### src/rtl/mips_run_ctrl.sv
// -----------------------------------------------------------------------------
// mips_run_ctrl
//
// Run controller for the multi-cycle MIPS core. It holds the core in reset for
// a programmable number of cycles after start, then enables the core and
// counts RUN cycles. A run ends on a halt request from the core, on a PC stall
// (the same valid PC observed too many times in a row) or on a cycle budget.
// After a stop the core is kept enabled for a short drain phase. It then sits
// in DONE with its clock enable low, so its state can be inspected.
//
// Parameters
//   CNT_W        width of the RUN cycle counter
//   PC_W         width of the observed PC
//   RESET_CYCLES cycles core_rst_n stays low after start (>= 1)
//   MAX_CYCLES   RUN cycle budget, 0 disables the timeout
//   STALL_LIMIT  equal consecutive valid PC compares that count as a stall,
//                0 disables stall detection
//   DRAIN_CYCLES cycles the core stays enabled after a stop, 0 skips draining
//
// Ports
//   clk          system clock, rising edge
//   rst_n        synchronous active-low reset
//   start        start/restart pulse, honoured in IDLE and DONE only
//   halt_req     halt request from the core, looked at in RUN only
//   pc_valid     pc carries a fetched instruction address this cycle
//   pc           current core PC
//   core_rst_n   active-low reset to the core
//   core_en      clock enable to the core
//   running      high while in RUN
//   done         high in DONE, sticky until start or rst_n
//   cause        0 none, 1 halt, 2 stall, 3 timeout (valid in DRAIN/DONE)
//   cycle_cnt    RUN cycles elapsed, saturating
// -----------------------------------------------------------------------------
module mips_run_ctrl #(
   parameter int CNT_W        = 32,
   parameter int PC_W         = 32,
   parameter int RESET_CYCLES = 1,
   parameter int MAX_CYCLES   = 72,
   parameter int STALL_LIMIT  = 8,
   parameter int DRAIN_CYCLES = 2
) (
   input  logic             clk,
   input  logic             rst_n,
   input  logic             start,
   input  logic             halt_req,
   input  logic             pc_valid,
   input  logic [PC_W-1:0]  pc,
   output logic             core_rst_n,
   output logic             core_en,
   output logic             running,
   output logic             done,
   output logic [1:0]       cause,
   output logic [CNT_W-1:0] cycle_cnt
);

   localparam int HOLD_W  = $clog2(RESET_CYCLES + 2);
   localparam int DRAIN_W = $clog2(DRAIN_CYCLES + 2);
   localparam int STALL_W = $clog2(STALL_LIMIT + 2);

   typedef enum logic [2:0] {
      IDLE,
      HOLD,
      RUN,
      DRAIN,
      DONE
   } runStateT;

   runStateT            state;
   runStateT            stateNext;
   logic [HOLD_W-1:0]   holdCnt;
   logic [HOLD_W-1:0]   holdCntNext;
   logic [DRAIN_W-1:0]  drainCnt;
   logic [DRAIN_W-1:0]  drainCntNext;
   logic [STALL_W-1:0]  stallCnt;
   logic [STALL_W-1:0]  stallCntNext;
   logic [PC_W-1:0]     pcLast;
   logic [PC_W-1:0]     pcLastNext;
   logic                pcLoaded;
   logic                pcLoadedNext;
   logic [CNT_W-1:0]    cycleCntNext;
   logic [1:0]          causeNext;
   logic                stallHit;
   logic                timeoutHit;

   // The stall and timeout conditions use registered state and the current
   // inputs, so a stop lands on the same edge that is counted as the final
   // RUN cycle. A stall needs a previously loaded PC. Without that, the
   // first valid sample after RUN entry could match a stale pcLast.
   assign stallHit   = (STALL_LIMIT != 0) && pc_valid && pcLoaded &&
                       (pc == pcLast) &&
                       (stallCnt == STALL_W'(STALL_LIMIT - 1));
   assign timeoutHit = (MAX_CYCLES != 0) &&
                       (cycle_cnt == CNT_W'(MAX_CYCLES - 1));

   // The core-facing controls and status flags depend only on the state, so
   // they take their reset values as soon as the state returns to IDLE.
   assign core_rst_n = (state == RUN) || (state == DRAIN) || (state == DONE);
   assign core_en    = (state == RUN) || (state == DRAIN);
   assign running    = (state == RUN);
   assign done       = (state == DONE);

   // This block computes the next state and the next values of the datapath.
   // In IDLE and DONE, start loads the hold counter and clears the run
   // statistics, so a restart behaves the same as a first run. In RUN the
   // cycle counter and the stall tracker advance. When several stop
   // conditions occur together, halt wins over stall and stall wins over
   // timeout.
   always_comb begin
      stateNext    = state;
      holdCntNext  = holdCnt;
      drainCntNext = drainCnt;
      stallCntNext = stallCnt;
      pcLastNext   = pcLast;
      pcLoadedNext = pcLoaded;
      cycleCntNext = cycle_cnt;
      causeNext    = cause;
      case (state)
         IDLE, DONE: begin
            if (start) begin
               stateNext    = HOLD;
               holdCntNext  = HOLD_W'(RESET_CYCLES);
               stallCntNext = '0;
               pcLastNext   = '0;
               pcLoadedNext = 1'b0;
               cycleCntNext = '0;
               causeNext    = 2'd0;
            end
         end
         HOLD: begin
            if (holdCnt <= HOLD_W'(1)) begin
               stateNext = RUN;
            end else begin
               holdCntNext = holdCnt - 1'b1;
            end
         end
         RUN: begin
            if (cycle_cnt != '1) begin
               cycleCntNext = cycle_cnt + 1'b1;
            end
            if (pc_valid) begin
               if (pcLoaded && (pc == pcLast)) begin
                  stallCntNext = stallCnt + 1'b1;
               end else begin
                  stallCntNext = '0;
               end
               pcLastNext   = pc;
               pcLoadedNext = 1'b1;
            end
            if (halt_req || stallHit || timeoutHit) begin
               if (halt_req) begin
                  causeNext = 2'd1;
               end else if (stallHit) begin
                  causeNext = 2'd2;
               end else begin
                  causeNext = 2'd3;
               end
               if (DRAIN_CYCLES != 0) begin
                  stateNext    = DRAIN;
                  drainCntNext = DRAIN_W'(DRAIN_CYCLES);
               end else begin
                  stateNext = DONE;
               end
            end
         end
         DRAIN: begin
            if (drainCnt <= DRAIN_W'(1)) begin
               stateNext = DONE;
            end else begin
               drainCntNext = drainCnt - 1'b1;
            end
         end
         default: begin
            stateNext = IDLE;
         end
      endcase
   end

   // This is the state and datapath register. The synchronous reset puts
   // every register back to zero and returns the controller to IDLE. This
   // happens in any state, including in the middle of a run.
   always_ff @(posedge clk) begin
      if (!rst_n) begin
         state     <= IDLE;
         holdCnt   <= '0;
         drainCnt  <= '0;
         stallCnt  <= '0;
         pcLast    <= '0;
         pcLoaded  <= 1'b0;
         cycle_cnt <= '0;
         cause     <= 2'd0;
      end else begin
         state     <= stateNext;
         holdCnt   <= holdCntNext;
         drainCnt  <= drainCntNext;
         stallCnt  <= stallCntNext;
         pcLast    <= pcLastNext;
         pcLoaded  <= pcLoadedNext;
         cycle_cnt <= cycleCntNext;
         cause     <= causeNext;
      end
   end

endmodule
### config.mk
export PLATFORM = sky130hd
export DESIGN_NAME = mips_run_ctrl
export DESIGN_NICKNAME = d
export VERILOG_FILES = /design/src/rtl/mips_run_ctrl.sv
export SDC_FILE = /design/constraint.sdc
export NUM_CORES = 1
export LEC_CHECK = 0
export CORE_MARGIN = 5
export CORE_UTILIZATION = 52
export DETAILED_ROUTE_END_ITERATION = 8
export PLACE_DENSITY = 0.8
export SKIP_LAST_GASP = 1
export SYNTH_ARGS = -nofsm -noshare
export SYNTH_HDL_FRONTEND = slang
export SYNTH_SLANG_ARGS = --single-unit
### constraint.sdc
create_clock -name clk -period 2.5 [get_ports clk]
set_input_delay 0.75 -clock clk [delete_from_list [all_inputs] [get_ports clk]]
set_output_delay 0.75 -clock clk [all_outputs]
set_load 0.05 [all_outputs]
==> flow_metrics.tcl <==
set metrics [dict create \
    initial_antenna_violation_count 0 \
    final_nets 566 \
    drt_wl_total_microns 9850 \
    syn_area_sq_mm 0.00381 \
    worst_slew_pin_slew_ns 0.880 \
    dp_slack_ns -0.255 \
    min_path_type "reg -> reg" \
    io_pins 75 \
    clock_sinks 78 \
    dpl-instance-area_sq_mm 0.00480 \
    grt_use_total_pct 22.5 \
    num_antenna_cells 0 \
    ys_top_cells_by_area "sky130_fd_sc_hd__dfxtp_1, sky130_fd_sc_hd__xnor2_1, sky130_fd_sc_hd__a22oi_1, sky130_fd_sc_hd__nor2b_1, sky130_fd_sc_hd__xor2_1" \
    synth.net_count 475 \
    synth-async-reset-ratio_pct 0 \
    synth-seq-area-share_pct 41.0 \
    power_frac_seq_pct 44.8 \
    run_status "finished clean" \
    largest_net_degree_at_the_start_of_global_routing 37 \
    cts_made_buffers 9 \
    die_width_microns 95.6 \
    initial_utilization_pct 53.1 \
    power.combinational.fraction_pct 23.0 \
    clkTransAtPathRegs_ns 0.08 \
    drv_cap 0 \
    dr_total_vias 3548 \
    gp_congestion 0.908 \
    fraction_of_the_cycle_the_final_worst_path_needs_pct 97.3 \
    dpl.cell_count 613 \
    vias_per_cell 5.64 \
    drc 0 \
    ant_nets 0 \
    postSynth.topFlopCell "sky130_fd_sc_hd__dfxtp_1" \
    max-slew-margin-rel_pct 40.9 \
    setup.worst_path.end_class "primary output" \
    worstSetupStartpointType "register" \
    dr.first_iter.drc_count 162 \
    syn_to_final_growth_pct 31.7 \
    dieArea_sq_mm 0.00913 \
    cts_setup_buffers 0 \
    grt_pass1_vias 3581 \
    postSynthAreaPerCell_sq_um 8.77 \
    timing_max_transition_violations_final 0 \
    layout_min_cycle_time_ns 2.43 \
    clock-skew-final_ns 0.0102 \
    layout.cell_area.non_filler_sq_mm 0.00502 \
    tritoncts_clock_tree "done" \
    place.detailed.hpwl_microns 7060 \
    worst_skew_pair.late_latency_ns 0.35 \
    synth_area_leader_cell "sky130_fd_sc_hd__dfxtp_1" \
    fmaxAchievable_mhz 411 \
    power_frac_clock_pct 32.3 \
    die-height_microns 95.6 \
    report.final.setup_viol 0 \
    p_int_mw 2.07 \
    cp.required_ns 1.75 \
    rsz0062_at_grt "yes" \
    cp_data_arrival_time_ns 1.68 \
    cellLeakagePower_nw 1.76 \
    path_delay_family "buffers and inverters" \
    fillers 574 \
    mostFrequentLayoutCell "sky130_fd_sc_hd__dfxtp_1" \
    critical_path.n_buffers_inverters 1 \
    final.setup.worst_slack_ns 0.0673 \
    global_route_wire_length_before_repair_microns 16300 \
    synthCells 434 \
    mostFrequentLayoutCells "sky130_fd_sc_hd__dfxtp_1, sky130_fd_sc_hd__clkdlybuf4s50_1, sky130_fd_sc_hd__xnor2_1, sky130_fd_sc_hd__nor2b_1, sky130_fd_sc_hd__nor2_1" \
    worst_path_largest_cell_delay_ns 0.87 \
    library_cell_contributing_the_largest_single_delay_on_the_critical_path "sky130_fd_sc_hd__clkdlybuf4s50_1" \
    power-per-cell-area_mw_per_mm2 594 \
    numPortBuffers 74 \
    ws_path_type "reg -> out" \
    drive_gt1_share_pct 10.4 \
    cts.htree.levels 3 \
    synth-warning-count 0 \
    crit_chain "clkdlybuf4s50_1" \
    clock_path_buffers 2 \
    timing_hold_violations_final 0 \
    yosys.area.top_type_share_pct 41.0 \
    drt_first_pass_iters 4 \
    detail_route.wl_per_cell_microns 15.7 \
    cts_root_buf "sky130_fd_sc_hd__clkbuf_8" \
    layout.cells.non_filler 629 \
    critical_path_peak_fanout 6 \
    sw_frac_of_total_pct 30.4 \
    number_of_enable_type_register_cells_in_the_synthesized_netlist 0 \
    ys_seq_elements 78 \
    globalRouteOverflowTotal 0 \
    netSwitchingPower_uw 908 \
    rows 31 \
    max-vdd-ir-drop_mv 0.292 \
    netlist-cell-type-count 49 \
    core_area_sq_mm 0.00718 \
]
per-stage QoR:
stage          hold slack (ns)  util (%)  setup TNS [ns]  total power [mW]
2_1_floorplan            0.437         -               0              1.78
3_3_place_gp             0.475      66.9          -0.951              2.02
3_5_place_dp             0.483      66.9           -1.79              2.04
4_1_cts                  0.495      69.6               0              3.00
5_1_grt                  0.516      69.9         -0.0210              3.12
6_report                 0.495      69.9               0              2.98
registers in the layout, indices dropped and copies added, names as in the netlist:
name       count
drainCnt       2
cause          2
pcLast        32
state          3
stallCnt       4
holdCnt        2
cycle_cnt     32
pcLoaded       1
final cells by class:
| type | count | area, sq um | area share (%) |
|---|---|---|---|
| inverter | 13 | 48.8 | 0.973 |
| sequential | 78 | 1560 | 31.1 |
| tap | 99 | 124 | 2.47 |
| timing repair buffer | 98 | 951 | 19.0 |
| multi-input combinational | 325 | 2130 | 42.5 |
| clock buffer | 11 | 141 | 2.82 |
| clock inverter | 5 | 57.6 | 1.15 |
synthesized netlist by cell type (2+ instances only):
| library cell | n |
|---|---|
| sky130_fd_sc_hd__buf_4 | 2 |
| sky130_fd_sc_hd__clkbuf_1 | 15 |
| sky130_fd_sc_hd__and3_1 | 10 |
| sky130_fd_sc_hd__a31oi_1 | 2 |
| sky130_fd_sc_hd__or3_1 | 10 |
| sky130_fd_sc_hd__a21oi_1 | 15 |
| sky130_fd_sc_hd__nor4_1 | 6 |
| sky130_fd_sc_hd__nor2b_1 | 36 |
| sky130_fd_sc_hd__nand3_1 | 20 |
| sky130_fd_sc_hd__and4_1 | 3 |
| sky130_fd_sc_hd__inv_1 | 13 |
| sky130_fd_sc_hd__nor2_1 | 35 |
| sky130_fd_sc_hd__nand2b_1 | 2 |
| sky130_fd_sc_hd__nand3_2 | 2 |
| sky130_fd_sc_hd__a211oi_1 | 5 |
| sky130_fd_sc_hd__nand2_1 | 25 |
| sky130_fd_sc_hd__dfxtp_1 | 78 |
| sky130_fd_sc_hd__xor2_1 | 16 |
| sky130_fd_sc_hd__a22oi_1 | 33 |
| sky130_fd_sc_hd__ha_1 | 4 |
| sky130_fd_sc_hd__nand4_1 | 21 |
| sky130_fd_sc_hd__nor3_1 | 5 |
| sky130_fd_sc_hd__xnor2_1 | 36 |
| sky130_fd_sc_hd__o21ai_0 | 15 |
metal layers:
metal	up-vias	part of all wire (%)	wire, microns	global-route usage [%]
li1	1725	-	-	-
met1	1702	44	4350	26.4
met2	94	49	4780	38.3
met3	27	4.1	400	4.89
met4	0	3.2	314	11.6
met5	-	0	0	0
kinds of logic (layout without fill, tap and decap cells):
family	count (synthesis)	in the layout	synth area share [%]
compound gates	80	80	14.1
xor+xnor	52	52	12.0
fa+ha+maj	4	4	1.31
buf+inv	31	127	3.45
flops	78	78	41.0
mux	2	2	0.559
simple gates	187	187	27.6
path summary, 6_finish.rpt:
path                  from             to  slack (ns)  cells past startpoint
min reg2reg     holdCnt[0]     holdCnt[0]        0.50                      1
max reg2reg       state[2]   cycle_cnt[5]        0.10                      7
max          cycle_cnt[12]  cycle_cnt[12]        0.07                      1
min             holdCnt[0]     holdCnt[0]        0.50                      1
power by group through the flow:
stage,combinational (mW),sequential (mW),clock [mW]
6_report,0.685,1.33,0.962
5_1_grt,0.745,1.34,1.04
2_1_floorplan,0.402,1.38,0
3_3_place_gp,0.663,1.36,0
3_5_place_dp,0.680,1.36,0
4_1_cts,0.687,1.33,0.976
what timing repair did:
| item | in CTS | in global routing |
|---|---|---|
| hold buffers | 0 | 0 |
| endpoints found under the setup margin | 0 | 9 |
| resized for setup | 0 | 4 |
Power figures use the tool's default switching activity.
